[src/rtl/sgd_mem_rd_cmd_gen_pkg.sv]
// sgd_mem_rd_cmd_gen_pkg: shared SGD sizing constants, read-command FSM states and helpers
package sgd_mem_rd_cmd_gen_pkg;
    localparam int A_FIFO_DEPTH_BITS = 11;
    localparam int SGD_CHUNK_BYTES   = 4096;
    localparam int SGD_LINE_BYTES    = 64;
    localparam int SGD_CREDITS       = 1 << A_FIFO_DEPTH_BITS;

    typedef enum logic [1:0] {ST_IDLE, ST_ISSUE, ST_DRAIN} rd_state_e;

    // Byte count rounded up to whole 64-byte lines; one extra bit so 32-bit counts cannot wrap
    function automatic logic [32:0] round_up_line(input logic [31:0] n);
        return ({1'b0, n} + 33'd63) & ~33'd63;
    endfunction
endpackage

[src/rtl/sgd_mem_rd_cmd_gen_credit_cnt.sv]
// sgd_credit_cnt: up/down counter that starts full, ignores increments at MAX and floors at zero
module sgd_credit_cnt #(
    parameter int MAX = 2048,
    parameter int W   = $clog2(MAX) + 1
) (
    input  logic         clk,
    input  logic         rst,
    input  logic         inc,
    input  logic         dec_en,
    input  logic [W-1:0] dec_amt,
    output logic [W-1:0] cnt
);
    logic [W-1:0] cnt_q, cnt_d;
    logic [W:0]   up;

    // Net change in one step: capped increment first, then the bulk decrement
    always_comb begin
        up    = {1'b0, cnt_q} + {{W{1'b0}}, inc && cnt_q != W'(MAX)};
        cnt_d = !dec_en ? up[W-1:0] : (up >= {1'b0, dec_amt}) ? up[W-1:0] - dec_amt : '0;
    end

    // Counter register, full after reset
    always_ff @(posedge clk or posedge rst) begin
        if (rst) cnt_q <= W'(MAX);
        else     cnt_q <= cnt_d;
    end

    assign cnt = cnt_q;
endmodule

[src/rtl/sgd_mem_rd_cmd_gen.sv]
// sgd_mem_rd_cmd_gen: splits a read job into chunk-bounded memory commands, paced by consumer line credits
module sgd_mem_rd_cmd_gen
    import sgd_mem_rd_cmd_gen_pkg::*;
#(
    parameter int CHUNK_BYTES = SGD_CHUNK_BYTES,
    parameter int LINE_BYTES  = SGD_LINE_BYTES,
    parameter int CREDITS     = SGD_CREDITS
) (
    input  logic        clk,
    input  logic        rst,
    input  logic        start,
    input  logic [63:0] base_addr,
    input  logic [31:0] total_bytes,
    output logic        busy,
    output logic        done,
    output logic        error,
    output logic        cmd_valid,
    input  logic        cmd_ready,
    output logic [63:0] cmd_address,
    output logic [31:0] cmd_length,
    input  logic        sts_valid,
    output logic        sts_ready,
    input  logic [7:0]  sts_data,
    input  logic        line_pop
);
    localparam int          CW    = $clog2(CREDITS) + 1;
    localparam int          LSH   = $clog2(LINE_BYTES);
    localparam logic [31:0] CHUNK = 32'(CHUNK_BYTES);

    rd_state_e   state_q, state_d;
    logic [63:0] addr_q, addr_d;
    logic [32:0] rem_q, rem_d;
    logic [7:0]  outst_q, outst_d;
    logic        error_q, error_d;
    logic        zdone_q, zdone_d;
    logic [CW-1:0] credit;
    logic [31:0] room, len, lines32;
    logic        start_ok, credit_ok, cmd_hs, sts_hs;
    logic        unused_sts;

    assign unused_sts = ^sts_data[7:1];

    // Current command shape: stop at the next chunk boundary or at the end of the job
    always_comb begin
        room      = CHUNK - (addr_q[31:0] & (CHUNK - 32'd1));
        len       = (rem_q < {1'b0, room}) ? rem_q[31:0] : room;
        lines32   = len >> LSH;
        credit_ok = 32'(credit) >= lines32;
        start_ok  = state_q == ST_IDLE && start;
        cmd_hs    = cmd_valid && cmd_ready;
        sts_hs    = sts_valid;
    end

    sgd_credit_cnt #(.MAX(CREDITS), .W(CW)) u_credit (
        .clk     (clk),
        .rst     (rst),
        .inc     (line_pop),
        .dec_en  (cmd_hs),
        .dec_amt (lines32[CW-1:0]),
        .cnt     (credit)
    );

    // State register plus job datapath registers
    always_ff @(posedge clk or posedge rst) begin
        if (rst) begin
            state_q <= ST_IDLE;
            addr_q  <= '0;
            rem_q   <= '0;
            outst_q <= '0;
            error_q <= 1'b0;
            zdone_q <= 1'b0;
        end else begin
            state_q <= state_d;
            addr_q  <= addr_d;
            rem_q   <= rem_d;
            outst_q <= outst_d;
            error_q <= error_d;
            zdone_q <= zdone_d;
        end
    end

    // Next state: issue until the last byte is commanded, then wait for every status
    always_comb begin
        state_d = state_q;
        case (state_q)
            ST_IDLE:  state_d = (start && total_bytes != 32'd0) ? ST_ISSUE : ST_IDLE;
            ST_ISSUE: state_d = (cmd_hs && rem_q == {1'b0, len}) ? ST_DRAIN : ST_ISSUE;
            ST_DRAIN: state_d = (outst_q == 8'd0) ? ST_IDLE : ST_DRAIN;
            default:  state_d = ST_IDLE;
        endcase
    end

    // Job bookkeeping; outstanding holds on a simultaneous command and status and never wraps
    always_comb begin
        addr_d  = start_ok ? base_addr : cmd_hs ? addr_q + {32'd0, len} : addr_q;
        rem_d   = start_ok ? round_up_line(total_bytes) : cmd_hs ? rem_q - {1'b0, len} : rem_q;
        outst_d = (cmd_hs && !sts_hs && outst_q != 8'hFF) ? outst_q + 8'd1 :
                  (!cmd_hs && sts_hs && outst_q != 8'd0) ? outst_q - 8'd1 : outst_q;
        error_d = (start_ok ? 1'b0 : error_q) | (sts_hs && sts_data[0]);
        zdone_d = start_ok && total_bytes == 32'd0;
    end

    // Outputs: valid only with enough credit, done on the drain exit or after an empty job
    always_comb begin
        cmd_valid   = state_q == ST_ISSUE && credit_ok;
        cmd_address = addr_q;
        cmd_length  = len;
        busy        = state_q != ST_IDLE;
        done        = (state_q == ST_DRAIN && outst_q == 8'd0) || zdone_q;
        error       = error_q;
        sts_ready   = 1'b1;
    end
endmodule

[config.mk]
export PLATFORM = sky130hd
export DESIGN_NAME = sgd_mem_rd_cmd_gen
export DESIGN_NICKNAME = d
export VERILOG_FILES = /design/src/rtl/sgd_mem_rd_cmd_gen_pkg.sv /design/src/rtl/sgd_mem_rd_cmd_gen_credit_cnt.sv /design/src/rtl/sgd_mem_rd_cmd_gen.sv
export SDC_FILE = /design/constraint.sdc
export NUM_CORES = 1
export LEC_CHECK = 0
export ABC_AREA = 1
export CAP_MARGIN = 10
export CORE_AREA = 2 2 238 240
export CTS_BUF_LIST = sky130_fd_sc_hd__clkbuf_4
export CTS_CLUSTER_DIAMETER = 120
export DETAILED_ROUTE_END_ITERATION = 12
export DIE_AREA = 0 0 240 242
export GPL_ROUTABILITY_DRIVEN = 0
export PLACE_DENSITY_LB_ADDON = 0.25
export SLEW_MARGIN = 25
export SYNTH_ARGS = -nofsm -noshare
export SYNTH_HDL_FRONTEND = slang
export SYNTH_SLANG_ARGS = --single-unit
[constraint.sdc]
create_clock -name clk -period 7.4 [get_ports clk]
set_input_delay 1.85 -clock clk [delete_from_list [all_inputs] [get_ports clk]]
set_output_delay 1.85 -clock clk [all_outputs]
set_load 0.01 [all_outputs]
==> flow_summary_export.csv <==
group,metric,value,unit
yosys,netlist_top_cells_area,"sky130_fd_sc_hd__dfrtp_1 (22%), sky130_fd_sc_hd__nand2_1 (20%), sky130_fd_sc_hd__inv_1 (9.1%)",
finish,syn2layout_area_growth,22.7,%
sta,slew-limit-headroom,0.353,
route,wl_per_cell,16.7,um
sta,setup-tns-final,0,ps
yosys,synth_cell_type_count,51,
yosys,async_sr_flop_fraction,1.00,
finish,final_cells,3279,
critical_path,crit_path_start_kind,"flop",
yosys,yosys_top_cell_by_area,"sky130_fd_sc_hd__dfrtp_1",
yosys,postSynthRegisterBits,121,
clock_network,clock-sinks,121,
placement,numPortBuffers,183,
critical_path,cp_common_cell,"sky130_fd_sc_hd__nand2_1",
yosys,most_instantiated_cells_after_synthesis,"sky130_fd_sc_hd__nand2_1 (735), sky130_fd_sc_hd__inv_1 (332), sky130_fd_sc_hd__nor2_1 (258)",
placement,dp.cells,3240,
job,max_cap_viol_count,0,
global_route,pin_count_of_the_biggest_net_entering_global_routing,85,
yosys,synth_enable_flop_cells,0,
route,routed_wl,54.8,mm
power,pwr-share-seq,0.205,
clock_network,number_of_buffers_added_by_the_clock_tree_synthesis_step,17,
critical_path,critPathSlowestCell,"sky130_fd_sc_hd__clkdlybuf4s50_1",
sta,tightest_slew,970,ps
yosys,synthesis.area,13700,um^2
sta,clock_skew,37.9,ps
critical_path,timing.critical_path.slowest_cell_delay,530,ps
critical_path,timing.setup.critical_path_class,"reg2out",
global_route,grt_pass1_wl,84.0,mm
sta,max_freq,140,MHz
route,remaining_design_rule_violation_count,0,
floorplanning,io-pin-count,211,
floorplanning,die_h,242,um
floorplanning,rows,87,
floorplanning,initial_core_util,0.246,
sta,finalSetupViolCount,0,
power,comb_power_share,0.717,
power,p_leak,8.58,nW
yosys,synth-main-ff-cell,"sky130_fd_sc_hd__dfrtp_1",
critical_path,timing.critical_path.required,5550,ps
route,viasPerCell,4.77,
placement,hpwl,44.7,mm
global_route,globalRouteTotalUtil,0.186,
power,irDropWorstVdd,0.131,mV
clock_network,clk_pin_slew_worst_paths,120,ps
sta,layout_min_cycle_time,7120,ps
power,internal-power,2.87,mW
yosys,synth_seq_area_share,0.221,
power,net-switching-power,3.72,mW
critical_path,worst-path-max-fanout,17,
run_status,run_status,"complete, no violations",
yosys,synth_warnings,0,
critical_path,crit_family,"simple AND/OR/NAND/NOR gates",
global_route,first_global_vias,14600,
sta,final.setup.worst_slack,278,ps
clock_network,worst_skew_pair.late_latency,690,ps
global_route,grt_antenna_before_repair,4,
placement,pre_cts_slack,805,ps
clock_network,ctsRootBufferMaster,"sky130_fd_sc_hd__clkbuf_4",
finish,num-nets-final,2712,
yosys,synthCells,2297,
clock_network,clock_tree.buffer_depth,2,
sta,fin_crit_sh,0.962,
sta,hold_viol,0,
critical_path,end_kind,"primary output",
clock_network,clock_tree.htree_level_count,4,
clock_network,tritoncts,"done",
finish,drive_gt1_frac,0.0500,
global_route,grt-ovfl-total,0,
critical_path,critPathArrivalTime,5270,ps
route,final_antenna_net_count,0,
yosys,most_frequently_used_cell_type_in_the_post_synthesis_netlist,"sky130_fd_sc_hd__nand2_1",
floorplanning,placeableCoreArea,55700,um^2
yosys,synth_largest_type_area_fraction,0.219,
clock_network,postCtsHoldBufs,0,
floorplanning,die_width,240,um
floorplanning,die_footprint,58100,um^2
critical_path,critical_path.n_buffers_inverters,5,
route,first_iter_violations,1178,
power,p_clk_frac,0.078,
power,pwr_density_cell,393,nW/um^2
yosys,synth_area_per_cell,5.96,um^2
power,power_switching_share,0.565,
finish,layout.filler_cells,6336,
hold_path,class_of_the_tightest_hold_or_removal_check,"reg2reg",
route,via_count,15600,
route,first_pass_iters,6,
sta,slew_violations,0,
## routing by layer
metal / vias to the layer above / GRT usage / routed length [um]
met5: - / 0 / 27
li1: 7747 / - / -
met3: 64 / 0.0353 / 4250
met2: 543 / 0.268 / 22400
met4: 4 / 0.0504 / 1060
met1: 7272 / 0.280 / 27100
## state kept, by name (all words and copies together), names as in the netlist
register	cells
cmd_address	64
u_credit.cnt	12
zdone_q	1
error	1
rem_q	33
state_q	2
outst_q	8
## layout make-up
cell class	instances	area, um^2	area share
sequential	121	3030	0.180
timing repair buffer	206	2020	0.120
tap	756	946	0.0563
multi-input combinational	1818	9240	0.550
clock inverter	12	126	0.00752
antenna	4	10.0	0.000596
inverter	344	1290	0.0770
clock buffer	18	135	0.00804
## timing repair
item	in CTS	in global routing
buffers inserted	0	5
gates resized for setup	0	9
setup endpoints to repair	0	1
## worst min-delay path, delay by kind of cell (launching register included)
family | cells | cell delay, ps
flip-flops | 1 | 380
AND/OR/NAND/NOR | 2 | 110
## metrics by stage
step | total power, mW | hold WS [ps] | util | cell area (um^2)
floorplan | 4.31 | 471 | - | 13900
global placement | 5.90 | 484 | 0.295 | 16500
detailed placement | 5.93 | 490 | 0.295 | 16500
CTS | 6.48 | 522 | 0.300 | 16700
global route | 7.23 | 552 | 0.302 | 16800
finish | 6.60 | 520 | 0.302 | 16800
## power by group through the flow
stage          clock network, mW  logic, mW  registers [mW]
2_1_floorplan                  0       3.04            1.27
3_3_place_gp                   0       4.55            1.35
3_5_place_dp                   0       4.57            1.36
4_1_cts                    0.536       4.60            1.35
5_1_grt                    0.552       5.27            1.40
6_report                   0.513       4.73            1.36
## final timing paths
path,start,endpoint,slack [ps],cells past startpoint
min in group asynchronous,rst,outst_q[5],1550,2
hold / removal,rem_q[26],rem_q[26],520,2
setup / recovery,cmd_address[1],cmd_valid,280,26
setup reg to reg,cmd_address[1],outst_q[7],1440,35
max in group asynchronous,rst,rem_q[4],4770,3
hold reg to reg,rem_q[26],rem_q[26],520,2
## kinds of logic (layout without fill, tap and decap cells)
logic type	after synthesis	after routing	share of synthesized area
adders and majority gates	94	94	0.0881
other	2	53	0.000548
and+or+nand+nor	1365	1365	0.426
xor gates and xnor gates	68	68	0.0435
AOI/OAI and AO/OA	241	241	0.0998
muxes	1	1	0.000731
DFF	121	121	0.221
buffers and inverters	405	580	0.121
## placed cells by master, fill, tap and decap left out, types with 16 or more instances in the layout
master                            netlist  final
sky130_fd_sc_hd__a21oi_1               91     91
sky130_fd_sc_hd__a31oi_1               16     16
sky130_fd_sc_hd__buf_4                 22     21
sky130_fd_sc_hd__clkbuf_4               0     18
sky130_fd_sc_hd__clkdlybuf4s50_1        0    183
sky130_fd_sc_hd__conb_1                 2     49
sky130_fd_sc_hd__dfrtp_1              120    118
sky130_fd_sc_hd__ha_1                  90     90
sky130_fd_sc_hd__inv_1                332    331
sky130_fd_sc_hd__nand2_1              735    734
sky130_fd_sc_hd__nand3_1              211    210
sky130_fd_sc_hd__nand4_1               47     47
sky130_fd_sc_hd__nor2_1               258    258
sky130_fd_sc_hd__nor3_1                48     47
sky130_fd_sc_hd__o21ai_0               65     65
sky130_fd_sc_hd__o22ai_1               30     30
sky130_fd_sc_hd__xnor2_1               18     18
sky130_fd_sc_hd__xor2_1                50     50
(Power assumes the default switching activity.)
==> RTL edit 1, RTL diff (config.mk and constraints unchanged) <==
Re-encode `rd_state_e` (3 states) as one-hot, 3 bits wide.
--- a/src/rtl/sgd_mem_rd_cmd_gen_pkg.sv
+++ b/src/rtl/sgd_mem_rd_cmd_gen_pkg.sv
@@ -6,5 +6,5 @@
     localparam int SGD_CREDITS       = 1 << A_FIFO_DEPTH_BITS;
 
-    typedef enum logic [1:0] {ST_IDLE, ST_ISSUE, ST_DRAIN} rd_state_e;
+    typedef enum logic [2:0] {ST_IDLE = 3'b001, ST_ISSUE = 3'b010, ST_DRAIN = 3'b100} rd_state_e;
 
     // Byte count rounded up to whole 64-byte lines; one extra bit so 32-bit counts cannot wrap
Function: no difference found for any inputs over 4 cycles, from zero or initial values and one cycle with rst high; so few cycles prove little.
==> RTL edit 1 against the unedited design <==
- maximum frequency rose by 5.3%
- power up 13%
- routed wire length up 2.4%
- synthesized area grew 3.6%
- highest routed layer is now met4
- design area grew 3.2%
- setup slack better by 0.36 ns
- largest power group unchanged
- cell count rose by 3.9%
- sequential cell count up 1
==> RTL edit 1: results (changes against the unedited design) <==
Status: completed (unchanged)
Nets: 2,843 (was 2,712)
Clk_lat worst skew: 0.67 ns (was 0.69 ns)
Largest net degree at the start of global routing: 91 (was 85)
Non-filler cells, final: 3,408 (was 3,279)
Peak supply drop: 137 uV (was 131 uV)
Post-DR vias/cell: 4.69 (was 4.77)
Worst Hold Slack: 0.501 ns (was 0.520 ns)
Ys async rst share: 100% (unchanged)
Initial antenna violation count: 1 (was 4)
Final Skew: 0.0402 ns (was 0.0379 ns)
Commonest register cell after synthesis: dfrtp_1 (unchanged)
Slowest CP cell: dfrtp_2 (was clkdlybuf4s50_1)
Placement Setup Slack: 0.819 ns (was 0.805 ns)
Drt first pass iters: 5 (was 6)
Post-DP HPWL: 45,000 um (was 44,700 um)
Max Clk Rate: 148 MHz (was 140 MHz)
Least-Margin Pin Slew: 0.775 ns (was 0.970 ns)
Arrival @ worst endpoint: 4.91 ns (was 5.27 ns)
Critical Path Fanout Max: 14 (was 17)
Post-synth cell types: 56 (was 51)
Slowest cell delay on critical path: 0.46 ns (was 0.53 ns)
Leak Pwr: 8.98 nW (was 8.58 nW)
Syn Area/Cell: 5.84 um^2 (was 5.96 um^2)
Seq/Total Area, Yosys: 21.5% (was 22.1%)
Share of layout cells above drive strength 1: 4.22% (was 5.00%)
Synth top area cells: nand2_1 23%, dfrtp_1 21%, inv_1 9.5% (was dfrtp_1 22%, nand2_1 20%, inv_1 9.1%)
Number of global-route vias before repair: 15,400 (was 14,600)
Avg WL per Cell: 16.5 um (was 16.7 um)
DRT iter0 DRCs: 1,326 (was 1,178)
First-pass GRT wire length: 86,600 um (was 84,000 um)
## RTL edit 1: timing repair
| item | CTS | global route |
|---|---|---|
| setup buffers | 0 | 8 |
| endpoints found under the hold margin | 0 | 0 |
| resized for setup | 0 | 21 |
| setup endpoints to repair | 0 | 1 |
| hold buffers | 0 | 0 |
## RTL edit 1: power by group
group | internal, mW | leakage, nW | switching, mW
Sequential | 0.971 | 1.48 | 0.452
Combinational | 1.98 | 7.32 | 3.46
Clock | 0.312 | 0.186 | 0.308
## RTL edit 1: worst register-to-register path: cells and delay by family (launching register included)
family,cells,cell delay (ns)
compound gates,8,1.08
xor+xnor,1,0.15
fa+ha+maj,4,1.36
buf+inv,4,0.58
flops,1,0.46
simple gates,15,2.19
## RTL edit 1: final cells by class
type	count	area, um^2
repair inverters	1	5.00
multi-input cells	1930	9620
well taps	756	946
fillers	6311	38400
flip-flops and latches	122	3060
repair buffers	202	2000
clock inverters	11	178
inverters	364	1380
clock buffers	21	158
diodes	1	2.50
## RTL edit 1: per-layer routing
metal	up-vias	share of wire (%)	global-route usage (%)
met1	7363	47	26.7
met3	65	6.2	2.97
met2	498	44	30.0
met5	-	0	0
li1	8049	-	-
met4	0	3.0	6.96
## RTL edit 1: metrics by stage
step	cell area, um^2	util, %	power [mW]
after floorplan	14400	-	4.95
after global placement	16800	30.2	6.67
after detailed placement	16800	30.2	6.71
after CTS	17200	30.8	7.36
after global routing	17300	31.1	8.23
final	17300	31.1	7.48
## RTL edit 1: cell families after synthesis
kind of cell / count (synthesis) / synth area share, %
compound gates: 210 / 8.30
xor+xnor: 64 / 3.95
fa+ha+maj: 95 / 8.59
buf+inv: 424 / 12.4
flops: 122 / 21.5
mux: 1 / 0.0706
other cells: 2 / 0.0529
simple gates: 1511 / 45.1
## RTL edit 1: path summary, 6_finish.rpt
| check | startpoint | to | cells after the start |
|---|---|---|---|
| min reg2reg | rem_q[29] | rem_q[29] | 2 |
| max | cmd_address[0] | cmd_valid | 28 |
| max in group asynchronous | rst | cmd_address[12] | 3 |
| max reg2reg | cmd_address[0] | outst_q[5] | 32 |
| min in group asynchronous | rst | cmd_address[42] | 2 |
| min | rem_q[29] | rem_q[29] | 2 |
==> RTL edit 2, RTL diff (same flow settings) <==
Made on the original files. `A_FIFO_DEPTH_BITS`: 11 -> 9.
--- a/src/rtl/sgd_mem_rd_cmd_gen_pkg.sv
+++ b/src/rtl/sgd_mem_rd_cmd_gen_pkg.sv
@@ -1,5 +1,5 @@
 // sgd_mem_rd_cmd_gen_pkg: shared SGD sizing constants, read-command FSM states and helpers
 package sgd_mem_rd_cmd_gen_pkg;
-    localparam int A_FIFO_DEPTH_BITS = 11;
+    localparam int A_FIFO_DEPTH_BITS = 9;
     localparam int SGD_CHUNK_BYTES   = 4096;
     localparam int SGD_LINE_BYTES    = 64;
Behaviour: same outputs for any inputs over 4 cycles, from zero or initial values and one cycle with rst high; that may be too few to reach the edited logic, so the function may still have changed.
==> RTL edit 2 against the unedited design <==
- synthesized area increased by 0.11%
- design area fell by 0.74%
- setup slack improved by 0.35 ns
- sequential cell count decreased by 2
- register-to-register slack got worse by 0.32 ns
- count of clock-buffer cells in the layout grew 3
- power is 7.2% higher
- routed wire length fell by 4.4%
- critical endpoint unchanged
- largest power group unchanged
==> RTL edit 2: results (changes against the unedited design) <==
Avg WL per Cell: 15.9 um (was 16.7 um)
GRT Total Usage: 18.2% (was 18.6%)
Total power draw: 7.07 mW (was 6.60 mW)
Global Route met3 Usage: 3.75% (was 3.53%)
Final Skew: 0.0442 ns (was 0.0379 ns)
Post-CTS Setup Bufs: 2 (was 0)
First-pass GRT wire length: 82,200 um (was 84,000 um)
Synth top cells by count: 780 x nand2_1, 366 x inv_1, 251 x nor2_1 (was 735 x nand2_1, 332 x inv_1, 258 x nor2_1)
Clk_lat worst skew: 0.72 ns (was 0.69 ns)
Fin crit share: 91.5% (was 96.2%)
Min-delay worst type: flop to flop (unchanged)
Combinational fraction of design power: 73.8% (was 71.7%)
Post-DR vias/cell: 4.66 (was 4.77)
Worst r2r path cells: 36 (was 35)
Top sig layer: met4 (was met5)
Met1 usage: 25.6% (was 28.0%)
Multiplexer share of the synthesized area: 0.584% (was 0.0731%)
Hold path startpoint: outst_q[7] (was rem_q[26])
Share of layout cells above drive strength 1: 3.93% (was 5.00%)
DRT iter0 DRCs: 1,283 (was 1,178)
Slowest cell delay on critical path: 0.42 ns (was 0.53 ns)
Met3 wire len: 3440 um (was 4250 um)
Placement Setup Slack: 0.539 ns (was 0.805 ns)
Post-Synth Adder-Cell Area: 8.52% (was 8.81%)
Status: completed (unchanged)
WHS Endpoint: outst_q[7] (was rem_q[26])
M1 WL: 25,300 um (was 27,100 um)
Rel. slew slack: 42.9% (was 35.3%)
Switching share of power: 57.2% (was 56.5%)
Dpl cell area: 16,300 um^2 (was 16,500 um^2)
Grt met2 use: 27.5% (was 26.8%)
Hold path cells: 2 (unchanged)
Leak Pwr: 8.53 nW (was 8.58 nW)
Reg2Reg Setup Slack: 1.12 ns (was 1.44 ns)
Initial antenna violation count: 2 (was 4)
Synth top area cells: dfrtp_1 22%, nand2_1 21%, inv_1 10% (was dfrtp_1 22%, nand2_1 20%, inv_1 9.1%)
Syn Area/Cell: 5.86 um^2 (was 5.96 um^2)
Peak supply drop: 158 uV (was 131 uV)
Arrival @ worst endpoint: 4.92 ns (was 5.27 ns)
Post-DP HPWL: 42,400 um (was 44,700 um)
Length of routed met2 wiring: 22,500 um (was 22,400 um)
Post-Synth XOR/XNOR Area: 3.32% (was 4.35%)
Critical Path Fanout Max: 4 (was 17)
Drt first pass iters: 5 (was 6)
Worst Hold Slack: 0.502 ns (was 0.520 ns)
Fillers: 6,360 (was 6,336)
Post-CTS Resized: 8 (was 0)
Post-synth cell types: 52 (was 51)
Number of global-route vias before repair: 14,700 (was 14,600)
Slowest CP cell: dfrtp_1 (was clkdlybuf4s50_1)
Seq/Total Area, Yosys: 21.7% (was 22.1%)
Largest net degree at the start of global routing: 94 (was 85)
Non-filler cells, final: 3,302 (was 3,279)
Synth Area in Compound Gates: 9.70% (was 9.98%)
Nets: 2,732 (was 2,712)
[RTL edit 2: cell count changes after synthesis, moves of 6 or more]
cell	change
xor2_1	-12
o21ai_0	+14
nand4_1	+13
inv_2	-9
nor3_1	-6
inv_1	+34
o22ai_1	-23
nor2_1	-7
a21oi_1	-8
mux2i_1	+7
o211ai_1	+9
nand2_1	+45
[RTL edit 2: area by class of cell]
cell class | count | area (um^2) | share of cell area [%]
multi-input cells | 1829 | 9180 | 55.0
well taps | 756 | 946 | 5.67
inverters | 370 | 1390 | 8.36
clock buffers | 21 | 158 | 0.945
repair buffers | 194 | 1930 | 11.6
flip-flops and latches | 119 | 2980 | 17.9
clock inverters | 11 | 83.8 | 0.503
diodes | 2 | 5.00 | 0.0300
[RTL edit 2: worst reg2reg max path, delay by kind of cell, from the launching register on]
kind / cells / cell delay [ns]
AND/OR/NAND/NOR: 23 / 3.29
adder cells (fa/ha/maj): 4 / 1.31
AO/OA/AOI/OAI: 3 / 0.60
buffers and inverters: 6 / 0.59
flip-flops: 1 / 0.42
